==> src/rtl/detector_arbiter.sv <==
// Round-robin arbiter sharing one Mealy/Moore detector pair between two symbol requesters.
// Detectors are cleared at the start of every frame; Moore hits are counted per requester.
//
// state | meaning
// IDLE  | no grant; pick a requester (round-robin on a tie)
// CLEAR | one cycle holding the shared detectors in reset
// RUN   | forward the granted requester's symbols, up to FRAME_LEN
// FLUSH | one idle symbol so the Moore response to the last symbol is counted
module detector_arbiter #(
    parameter int FRAME_LEN = 8,
    parameter int CNT_W     = 8
) (
    input  logic             Clk,
    input  logic             Reset,
    input  logic             Req0,
    input  logic [1:0]       Sym0,
    output logic             Ack0,
    input  logic             Req1,
    input  logic [1:0]       Sym1,
    output logic             Ack1,
    output logic             Det_Rst,
    output logic [1:0]       Det_Din,
    input  logic             Det_Mealy,
    input  logic             Det_Moore,
    output logic [1:0]       Gnt,
    output logic [CNT_W-1:0] Hit0,
    output logic [CNT_W-1:0] Hit1,
    output logic             Err
);

    localparam int              SC_W    = (FRAME_LEN > 1) ? $clog2(FRAME_LEN) : 1;
    localparam logic [SC_W-1:0] LAST    = SC_W'(FRAME_LEN - 1);
    localparam logic [CNT_W-1:0] CNT_MAX = '1;

    typedef enum logic [1:0] {IDLE, CLEAR, RUN, FLUSH} state_t;

    state_t          state, state_nxt;
    logic [SC_W-1:0] sym_cnt, sym_cnt_nxt;
    logic [1:0]      gnt_nxt;
    logic            last_served, last_nxt;
    logic            req_g;
    logic [1:0]      sym_g;
    logic            consume;
    logic            mealy_d;
    logic            chk_v;
    logic            count_win;

    assign req_g     = (Gnt[0] & Req0) | (Gnt[1] & Req1);
    assign sym_g     = Gnt[1] ? Sym1 : Sym0;
    assign consume   = (state == RUN) & req_g;
    assign count_win = (state == RUN) | (state == FLUSH);
    assign Det_Rst   = Reset & (state != CLEAR);

    always_comb begin
        state_nxt   = state;
        sym_cnt_nxt = sym_cnt;
        gnt_nxt     = Gnt;
        last_nxt    = last_served;
        Ack0        = 1'b0;
        Ack1        = 1'b0;
        Det_Din     = 2'b00;
        case (state)
            IDLE: begin
                gnt_nxt = 2'b00;
                // On a tie, requester 0 wins only if requester 1 was served last
                if (Req0 && (!Req1 || last_served)) begin
                    gnt_nxt   = 2'b01;
                    last_nxt  = 1'b0;
                    state_nxt = CLEAR;
                end else if (Req1) begin
                    gnt_nxt   = 2'b10;
                    last_nxt  = 1'b1;
                    state_nxt = CLEAR;
                end
            end
            CLEAR: begin
                sym_cnt_nxt = '0;
                state_nxt   = RUN;
            end
            RUN: begin
                if (consume) begin
                    Ack0    = Gnt[0];
                    Ack1    = Gnt[1];
                    Det_Din = sym_g;
                    if (sym_cnt == LAST) state_nxt = FLUSH;
                    else                 sym_cnt_nxt = sym_cnt + 1'b1;
                end else begin
                    state_nxt = FLUSH;
                end
            end
            FLUSH: begin
                gnt_nxt   = 2'b00;
                state_nxt = IDLE;
            end
            default: state_nxt = IDLE;
        endcase
    end

    always_ff @(posedge Clk) begin
        if (!Reset) begin
            state       <= IDLE;
            sym_cnt     <= '0;
            Gnt         <= 2'b00;
            last_served <= 1'b1;
            Hit0        <= '0;
            Hit1        <= '0;
            mealy_d     <= 1'b0;
            chk_v       <= 1'b0;
            Err         <= 1'b0;
        end else begin
            state       <= state_nxt;
            sym_cnt     <= sym_cnt_nxt;
            Gnt         <= gnt_nxt;
            last_served <= last_nxt;
            if (count_win && Det_Moore && Gnt[0] && (Hit0 != CNT_MAX)) Hit0 <= Hit0 + 1'b1;
            if (count_win && Det_Moore && Gnt[1] && (Hit1 != CNT_MAX)) Hit1 <= Hit1 + 1'b1;
            // Moore lags Mealy by one symbol, so compare last cycle's Mealy with Moore now
            if (consume) mealy_d <= Det_Mealy;
            chk_v <= consume;
            Err   <= chk_v & (mealy_d != Det_Moore);
        end
    end

endmodule

==> config.mk <==
export PLATFORM = sky130hd
export DESIGN_NAME = detector_arbiter
export DESIGN_NICKNAME = d
export VERILOG_FILES = /design/src/rtl/detector_arbiter.sv
export SDC_FILE = /design/constraint.sdc
export NUM_CORES = 1
export LEC_CHECK = 0
export BUFFER_PORTS_ARGS = -buffer_cell sky130_fd_sc_hd__clkbuf_2
export CAP_MARGIN = 25
export CORE_AREA = 2 2 104 66
export DETAILED_ROUTE_END_ITERATION = 10
export DIE_AREA = 0 0 106 68
export SKIP_CTS_REPAIR_TIMING = 1
export SYNTH_ARGS = -nofsm -noshare
export SYNTH_HDL_FRONTEND = slang
export SYNTH_SLANG_ARGS = --single-unit
==> constraint.sdc <==
create_clock -name Clk -period 1.7 [get_ports Clk]
set_input_delay 0 -clock Clk [delete_from_list [all_inputs] [get_ports Clk]]
set_output_delay 0 -clock Clk [all_outputs]
set_load 0.02 [all_outputs]
==> results of run 1 <==
-- metrics by stage --
step                      power [mW]  area [um2]  setup WS, ns
after floorplan                 1.10        1510        0.0930
after global placement          1.27        1790        0.0283
after detailed placement        1.28        1790       -0.0234
after CTS                       1.65        1840       -0.0460
after global routing            1.78        1880       -0.0137
final                           1.67        1880        0.0691
-- flip-flops by register name (all words and copies together), names as in the netlist --
register and flops:
Gnt 2, sym_cnt 3, state 2, mealy_d 1, Hit0 8, chk_v 1, Err 1, Hit1 8
last_served 1
-- final timing paths --
kind / end / slack (ns) / depth (start not counted)
setup / recovery: Hit0[7] / 0.07 / 5
hold / removal: Hit0[2] / 0.08 / 4
setup reg to reg: Hit0[7] / 0.07 / 5
hold reg to reg: Err / 0.46 / 1
-- per-layer routing --
metal	up-vias	wire length (um)
met5	-	0
met4	0	4
met3	2	220
met2	36	1360
met1	625	2010
li1	707	-
-- critical path, stage by stage, from the launching register on --
cell and delay [ns]:
dfxtp_1 0.35, inv_1 0.13, ha_4 0.18, o211ai_4 0.10
or3_1 0.41, o311a_1 0.35
-- cell families (layout without fill, tap and decap cells) --
logic type / Yosys count / after routing / share of synthesized area [%]
simple gates: 64 / 64 / 21.7
buf+inv: 17 / 54 / 5.62
mux: 11 / 11 / 7.27
fa+ha+maj: 8 / 8 / 6.61
compound gates: 44 / 44 / 22.6
flops: 27 / 27 / 35.7
xor+xnor: 1 / 1 / 0.579
-- power breakdown --
| part | total, mW | internal (mW) | switching (mW) |
|---|---|---|---|
| clock network | 0.366 | 0.168 | 0.198 |
| logic | 0.546 | 0.234 | 0.312 |
| registers | 0.754 | 0.684 | 0.0695 |
| total | 1.67 | 1.09 | 0.580 |
-- area by class of cell --
cell class                 instances  area (um2)
tap                               87         109
timing repair buffer              41         240
inverter                           9        33.8
fill                             681        4480
multi-input combinational        128         913
clock buffer                       4        45.0
sequential                        27         542
-- layout by cell type (no fill, tap or decap), types with 2 or more instances in the layout --
| master | count |
|---|---|
| a211oi_1 | 7 |
| a21oi_1 | 8 |
| a22oi_1 | 2 |
| a31oi_1 | 2 |
| and3_1 | 7 |
| and4_1 | 2 |
| buf_4 | 6 |
| clkbuf_2 | 33 |
| clkbuf_8 | 3 |
| dfxtp_1 | 26 |
| ha_1 | 6 |
| inv_1 | 9 |
| mux2i_1 | 11 |
| nand2_1 | 21 |
| nand2b_1 | 9 |
| nand3_1 | 8 |
| nor2_1 | 8 |
| nor2b_1 | 2 |
| o211a_1 | 2 |
| o211ai_1 | 4 |
| o21ai_0 | 4 |
| or3_1 | 2 |
-- synth_stat cells (all sizes together) (4+ instances only) --
library cell,n
o21ai,4
a21oi,9
o211ai,5
clkbuf,4
mux2i,11
buf,4
dfxtp,27
nand2,21
a211oi,8
inv,9
and3,8
nand3,8
nor2,8
nand2b,9
ha,8
==> results_dict.tcl, run 1 <==
set metrics [dict create \
    syn_inst 172 \
    synth-seq-cells 27 \
    dp_hpwl_um 2700 \
    criticalPathCategory "register to register" \
    fin_hold_ws_ns 0.0801 \
    fmax_ghz 0.613 \
    crit_path_start "state[0]" \
    fin_util_pct 29.6 \
    globalRouteMet1Util_pct 14.8 \
    worstPathArrival_ns 1.80 \
    io_buffers 33 \
    final_cells 296 \
    synthArstFlopShare_pct 0 \
    worstMarginPinSlew_ns 0.440 \
    vias 1370 \
    fin_crit_sh_pct 95.9 \
    clock_path_buffers 2 \
    htree_levels 1 \
    syn_nets 190 \
    grt_use_met2_pct 14.8 \
    period_needed_ns 1.63 \
    ys_types 42 \
    synth.yosys.seq_area_share_pct 35.7 \
    dieHeight_um 68 \
    ios 34 \
    status "finished clean" \
    viasPerCell 4.63 \
    synth.avg_cell_area_um2 8.80 \
    gr-usage-met3_pct 3.62 \
    startpoint_type "register" \
    endpoint_kind "register" \
    synth_flop_cell "dfxtp_1" \
    worstPathMaxFanout 4 \
    die_area_um2 7210 \
    reg2reg_from "state[0]" \
    cts_tree "built" \
    setup_tns_ns 0 \
    clk_latency_ns 0.27 \
    track_usage_pct 10.2 \
    root_buffer "clkbuf_8" \
    fp.dieW_um 106 \
    clk_pin_slew_ns 0.09 \
    wl_um 3600 \
    synth.area.top_cells "dfxtp_1 (36%), mux2i_1 (7.3%), ha_1 (6.6%)" \
    coreArea_um2 6360 \
    skew_ns 0.00115 \
    drt_iter0_drc 85 \
    grt_busiest_layer "met2" \
    cts_buffers 3 \
    cap_violations 0 \
    fin_nets 228 \
    finalHoldViolCount 0 \
    ir_drop_uv 409 \
    cp.required_ns 1.87 \
    relSlewSlack_pct 70.7 \
    yosysTopAreaCell "dfxtp_1" \
    synth-edff-count 0 \
    drc 0 \
    p_per_area_nw_per_um2 885 \
    rows 23 \
    drive_above_1_share_pct 26.3 \
    grt_pass1_wl_um 5820 \
    final-setup-viol-count 0 \
    power.leakage_nw 0.779 \
    slew_viol_final 0 \
    hold_start "Reset" \
    hp-class "input pin to register" \
    firstDrtPassIters 4 \
    synthToLayoutAreaGrowth_pct 24.4 \
    grt_max_degree 27 \
    yosys_warnings 0 \
    drtAntennaViolNets 0 \
    wire_per_inst_um 12.2 \
    gp_congestion 0.841 \
    start_util_pct 23.8 \
    grt_pass1_vias 1184 \
    globalRoute.totalOverflow 0 \
    netlist_area_um2 1510 \
    synth_top_cell_area_share_pct 35.7 \
    place_inst 290 \
    antenna_found_initial 0 \
    num_antenna_cells 0 \
    clock_sinks 27 \
]
Note: power is estimated with default switching activity, not from simulation.
==> run 2: changes to the inputs <==
--- a/config.mk
+++ b/config.mk
@@ -7,9 +7,11 @@
 export LEC_CHECK = 0
 export BUFFER_PORTS_ARGS = -buffer_cell sky130_fd_sc_hd__clkbuf_2
 export CAP_MARGIN = 25
-export CORE_AREA = 2 2 104 66
+export CORE_AREA = 2 2 75 48
+export CTS_BUF_LIST = sky130_fd_sc_hd__clkbuf_2
 export DETAILED_ROUTE_END_ITERATION = 10
-export DIE_AREA = 0 0 106 68
+export DIE_AREA = 0 0 77 50
+export PLACE_DENSITY = 0.75
 export SKIP_CTS_REPAIR_TIMING = 1
 export SYNTH_ARGS = -nofsm -noshare
 export SYNTH_HDL_FRONTEND = slang
==> results_dict.tcl, run 2 (synthesis gave the netlist of run 1 again) <==
set metrics [dict create \
    reg2reg_depth 5 \
    rsz0062_at_grt "true" \
    ir_drop_uv 538 \
    design_area_um2 1820 \
    coreArea_um2 3160 \
    drive_above_1_share_pct 27.4 \
    globalRoute.totalOverflow 0 \
    setup_tns_ns 0 \
    pwr-share-clk_pct 16.2 \
    whs_path_depth 3 \
    drt_iter0_drc 116 \
    drtAntennaViolNets 0 \
    htree_levels 1 \
    top_regs "Hit0 x8, Hit1 x8, sym_cnt x3" \
    startpoint_type "register" \
    dieHeight_um 50 \
    slowest_stage "or4_2" \
    final_cells 257 \
    firstDrtPassIters 4 \
    clk_pin_slew_ns 0.26 \
    final_common_cell "clkbuf_2" \
    io_buffers 33 \
    die_area_um2 3850 \
    cts_tree "built" \
    ios 34 \
    grt_use_met2_pct 25.0 \
    fin_util_pct 57.7 \
    switching_share_pct 36.6 \
    combPwrFrac_pct 34.1 \
    start_util_pct 47.9 \
    synthToLayoutAreaGrowth_pct 20.5 \
    grt_pass1_vias 1168 \
    grt_busiest_layer "met1" \
    seqPwrFrac_pct 49.7 \
    fin_crit_sh_pct 94.3 \
    power.switching_uw 562 \
    track_usage_pct 17.6 \
    final-setup-viol-count 0 \
    grt_max_degree 27 \
    fmax_ghz 0.624 \
    num_antenna_cells 0 \
    dp_hpwl_um 2340 \
    dpl_cell_area_um2 1740 \
    cap_violations 0 \
    place_inst 249 \
    worstPathArrival_ns 1.92 \
    cpLargestDelayFamily "simple AND/OR/NAND/NOR gates" \
    gr-usage-met3_pct 4.76 \
    endpoint_kind "register" \
    skew_ns 0.0128 \
    clock_path_buffers 2 \
    fin_total_pwr_mw 1.53 \
    globalRouteMet1Util_pct 26.5 \
    p_per_area_nw_per_um2 841 \
    critPathBufInv 1 \
    criticalPathCategory "register to register" \
    power.leakage_nw 0.785 \
    cp.required_ns 2.02 \
    gp_congestion 0.844 \
    critPathMaxStageDelay_ns 0.53 \
    fin_nets 231 \
    reg2reg_setup_slack_ns 0.1 \
    path_depth 5 \
    clock_sinks 27 \
    grt_pass1_wl_um 5520 \
    internal-power_uw 972 \
    slew_viol_final 0 \
    finalHoldViolCount 0 \
    worstPathMaxFanout 7 \
    wl_um 3280 \
    clk_latency_ns 0.37 \
    hp-class "input pin to register" \
    cts_buffers 3 \
    drc 0 \
    rows 16 \
    path_cells "ha_2, o211ai_4, buf_4, or4_2, o21ai_0" \
    fp.dieW_um 77 \
    mostFrequentLayoutCells "clkbuf_2 (34), dfxtp_1 (23), nand2_1 (21)" \
    relSlewSlack_pct 66.8 \
    root_buffer "clkbuf_2" \
    period_needed_ns 1.60 \
    vias 1370 \
    worstMarginPinSlew_ns 0.496 \
    viasPerCell 5.33 \
    status "finished clean" \
    wire_per_inst_um 12.8 \
    antenna_found_initial 0 \
]
## run 2: worst paths after layout
path	from	end
setup / recovery	state[1]	Hit0[2]
hold / removal	Det_Moore	Err
setup reg to reg	state[1]	Hit0[2]
hold reg to reg	chk_v	Err
## run 2: layout make-up
cell class	instances	area (um2)
multi-input combinational	128	906
clock inverter	1	5.00
timing repair buffer	44	263
fill	313	1340
sequential	27	546
clock buffer	3	15.0
tap	45	56.3
inverter	9	33.8
## run 2: power by group through the flow
stage                     registers [mW]  logic, mW  clock network (mW)
after global placement             0.757      0.487                   0
after detailed placement           0.759      0.491                   0
after CTS                          0.747      0.492               0.263
after floorplan                    0.761      0.338                   0
final                              0.763      0.523               0.248
after global routing               0.774      0.583               0.285
## run 2: stage by stage
stage          hold slack [ns]  setup WS [ns]
6_report                0.0478         0.0963
5_1_grt                 0.0394        -0.0148
4_1_cts                 -0.195        -0.0824
3_5_place_dp             0.256        0.00133
3_3_place_gp             0.260         0.0604
2_1_floorplan            0.148         0.0930
## run 2: worst min-delay path: cells and delay by family
| family | cells | cell delay, ns |
|---|---|---|
| xor+xnor | 1 | 0.08 |
| simple gates | 1 | 0.17 |
| buf+inv | 1 | 0.17 |
## run 2: per-layer routing
metal	share of wire [%]	wire length (um)
met3	5.6	182
met2	41	1340
met1	53	1740
met4	0.40	13
met5	0	0
==> run 3: changes to the inputs <==
--- a/config.mk
+++ b/config.mk
@@ -5,12 +5,13 @@
 export SDC_FILE = /design/constraint.sdc
 export NUM_CORES = 1
 export LEC_CHECK = 0
+export ABC_AREA = 1
 export BUFFER_PORTS_ARGS = -buffer_cell sky130_fd_sc_hd__clkbuf_2
 export CAP_MARGIN = 25
-export CORE_AREA = 2 2 75 48
+export CORE_AREA = 2 2 75 49
 export CTS_BUF_LIST = sky130_fd_sc_hd__clkbuf_2
 export DETAILED_ROUTE_END_ITERATION = 10
-export DIE_AREA = 0 0 77 50
+export DIE_AREA = 0 0 77 51
 export PLACE_DENSITY = 0.75
 export SKIP_CTS_REPAIR_TIMING = 1
 export SYNTH_ARGS = -nofsm -noshare
==> results_dict.tcl, run 3 <==
set metrics [dict create \
    status "finished clean" \
    mostFrequentLayoutCells "nand2_1 (55), clkbuf_2 (36), dfxtp_1 (26), nor2_1 (26), inv_1 (24)" \
    switching_share_pct 37.5 \
    firstDrtPassIters 4 \
    worstPathArrival_ns 1.51 \
    fin_nets 284 \
    drt_iter0_drc 73 \
    period_needed_ns 1.51 \
    synthToLayoutAreaGrowth_pct 19.1 \
    globalRoute.totalOverflow 0 \
    power.switching_uw 540 \
    netlist_area_um2 1540 \
    yosysTopAreaCell "dfxtp_1" \
    grt_pass1_vias 1251 \
    critPathMaxStageDelay_ns 0.38 \
    hold_start "Sym0[0]" \
    dp_hpwl_um 2570 \
    reg2reg_depth 7 \
    num_antenna_cells 0 \
    reg2reg_setup_slack_ns 0.24 \
    startpoint_type "register" \
    track_usage_pct 17.9 \
    cap_violations 0 \
    die_area_um2 3930 \
    synth.yosys.seq_area_share_pct 35.0 \
    synth_top_cell_area_share_pct 35.0 \
    drc 0 \
    grt_pass1_wl_um 5630 \
    setup_tns_ns 0 \
    internal-power_uw 899 \
    syn_nets 242 \
    worstReg2RegEnd "Hit0[1]" \
    worstPathMaxFanout 6 \
    fin_crit_sh_pct 88.8 \
    seqPwrFrac_pct 51.5 \
    power.leakage_nw 0.862 \
    yosysMostFrequentCell "nand2_1" \
    p_per_area_nw_per_um2 784 \
    synthTopCellsByCount "nand2_1 (56), dfxtp_1 (27), nor2_1 (26), inv_1 (24)" \
    skew_ns 0.0338 \
    wire_per_inst_um 10.7 \
    rsz0062_at_grt "false" \
    coreArea_um2 3360 \
    critPathBufInv 2 \
    yosys_warnings 0 \
    synth_flop_cell "dfxtp_1" \
    final_common_cell "nand2_1" \
    finalHoldViolCount 0 \
    syn_inst 224 \
    ir_drop_uv 629 \
    grt_max_degree 18 \
    synthArstFlopShare_pct 0 \
    setup_slack_ns 0.190 \
    cp.required_ns 1.70 \
    start_util_pct 45.9 \
    final-setup-viol-count 0 \
    slowest_stage "dfxtp_1" \
    vias 1502 \
    ys_types 24 \
    synth.avg_cell_area_um2 6.89 \
    fill_cells 354 \
    clock_path_buffers 2 \
    fmax_ghz 0.662 \
    fin_total_pwr_mw 1.44 \
    combPwrFrac_pct 31.3 \
    htree_levels 1 \
    drive_above_1_share_pct 21.1 \
    synth.area.top_cells "dfxtp_1 (35%), nand2_1 (14%), a21oi_1 (6.8%)" \
    fin_util_pct 54.7 \
    antenna_found_initial 0 \
    pwr-share-clk_pct 17.2 \
    clk_pin_slew_ns 0.22 \
    reg2reg_from "Hit0[0]" \
    synth-edff-count 0 \
    criticalPathCategory "register to primary output" \
    pre_cts_ws_ns 0.241 \
    viasPerCell 4.81 \
    synth-seq-cells 27 \
    io_buffers 33 \
    path_cells "inv_1, ha_2, nand2_2, a21oi_1, clkbuf_2" \
    cts_buffers 3 \
    drtAntennaViolNets 0 \
    top_regs "Hit0 x8, Hit1 x8, sym_cnt x3" \
    slew_viol_final 0 \
    hp-class "input pin to primary output" \
    worstMarginPinSlew_ns 0.360 \
    root_buffer "clkbuf_2" \
    clock_sinks 27 \
    cpLargestDelayFamily "flip-flops" \
    relSlewSlack_pct 75.8 \
    whs_path_depth 4 \
    cts_tree "built" \
    fp.dieW_um 77 \
    clk_latency_ns 0.38 \
    wl_um 3330 \
    rows 17 \
    ios 34 \
    endpoint_kind "primary output" \
    gp_congestion 0.818 \
    dieHeight_um 51 \
    whs_endpoint "Det_Din[0]" \
]
## run 3: changes by cell type after synthesis, moves of 8 or more
cell      delta
a21oi_1     +12
a211oi_1     -8
inv_1       +15
nor2_1      +18
mux2i_1     -11
nand2_1     +35
nand2b_1     -9
nand3_1     +13
## run 3: final cells by class
class	count	area, um2	share of cell area (%)
multi-input cells	168	882	48.0
repair buffers	41	240	13.1
inverters	25	93.8	5.11
well taps	47	58.8	3.20
clock buffers	3	15.0	0.817
clock inverters	1	5.00	0.272
flip-flops and latches	27	542	29.5
## run 3: logic make-up after synthesis
family                   Yosys count  synth area share (%)
adder cells (fa/ha/maj)            8                  6.49
AND/OR/NAND/NOR                  123                  36.8
XOR/XNOR                           2                  1.14
AO/OA/AOI/OAI                     35                  12.4
flip-flops                        27                  35.0
buffers and inverters             29                  8.11
## run 3: per-layer routing
| layer | up-vias | global-route usage (%) | share of wire, % |
|---|---|---|---|
| li1 | 811 | - | - |
| met2 | 31 | 26.3 | 41 |
| met4 | 0 | 4.46 | 0.42 |
| met5 | - | 0 | 0 |
| met3 | 2 | 4.59 | 5.0 |
| met1 | 658 | 26.0 | 54 |
## run 3: power groups by stage
stage / sequential (mW) / clock (mW) / combinational [mW]
global route: 0.750 / 0.294 / 0.509
finish: 0.741 / 0.248 / 0.451
floorplan: 0.761 / 0 / 0.308
CTS: 0.740 / 0.265 / 0.436
detailed placement: 0.752 / 0 / 0.435
global placement: 0.748 / 0 / 0.426
## run 3: how the worst max path moves through the flow
| stage | from | to | slack [ns] | cells past startpoint |
|---|---|---|---|---|
| final | state[0] | Det_Din[0] | 0.19 | 5 |
| after global routing | state[0] | Det_Din[1] | 0.06 | 5 |
| after CTS | state[0] | Det_Din[0] | 0.04 | 5 |
| after detailed placement | state[0] | Hit0[4] | 0.24 | 7 |
| after global placement | state[0] | Hit0[1] | 0.28 | 7 |
| after floorplan | Hit0[0] | Hit0[4] | 0.29 | 7 |
## run 3: worst register-to-register path, cell delays in order (launching register included)
cell and delay (ns):
dfxtp_1 0.50, ha_1 0.26, nand2_2 0.08, nor2_2 0.16, nand2_4 0.11, nand2_2 0.11, nand2_1 0.06, a21oi_1 0.11
## run 3: stage by stage
stage                     instances  hold WS [ns]  area (um2)
after floorplan                 224        0.0944        1540
after global placement          302         0.267        1750
after detailed placement        302         0.268        1750
after CTS                       306        -0.192        1770
after global routing            312         0.349        1840
final                           312         0.326        1840
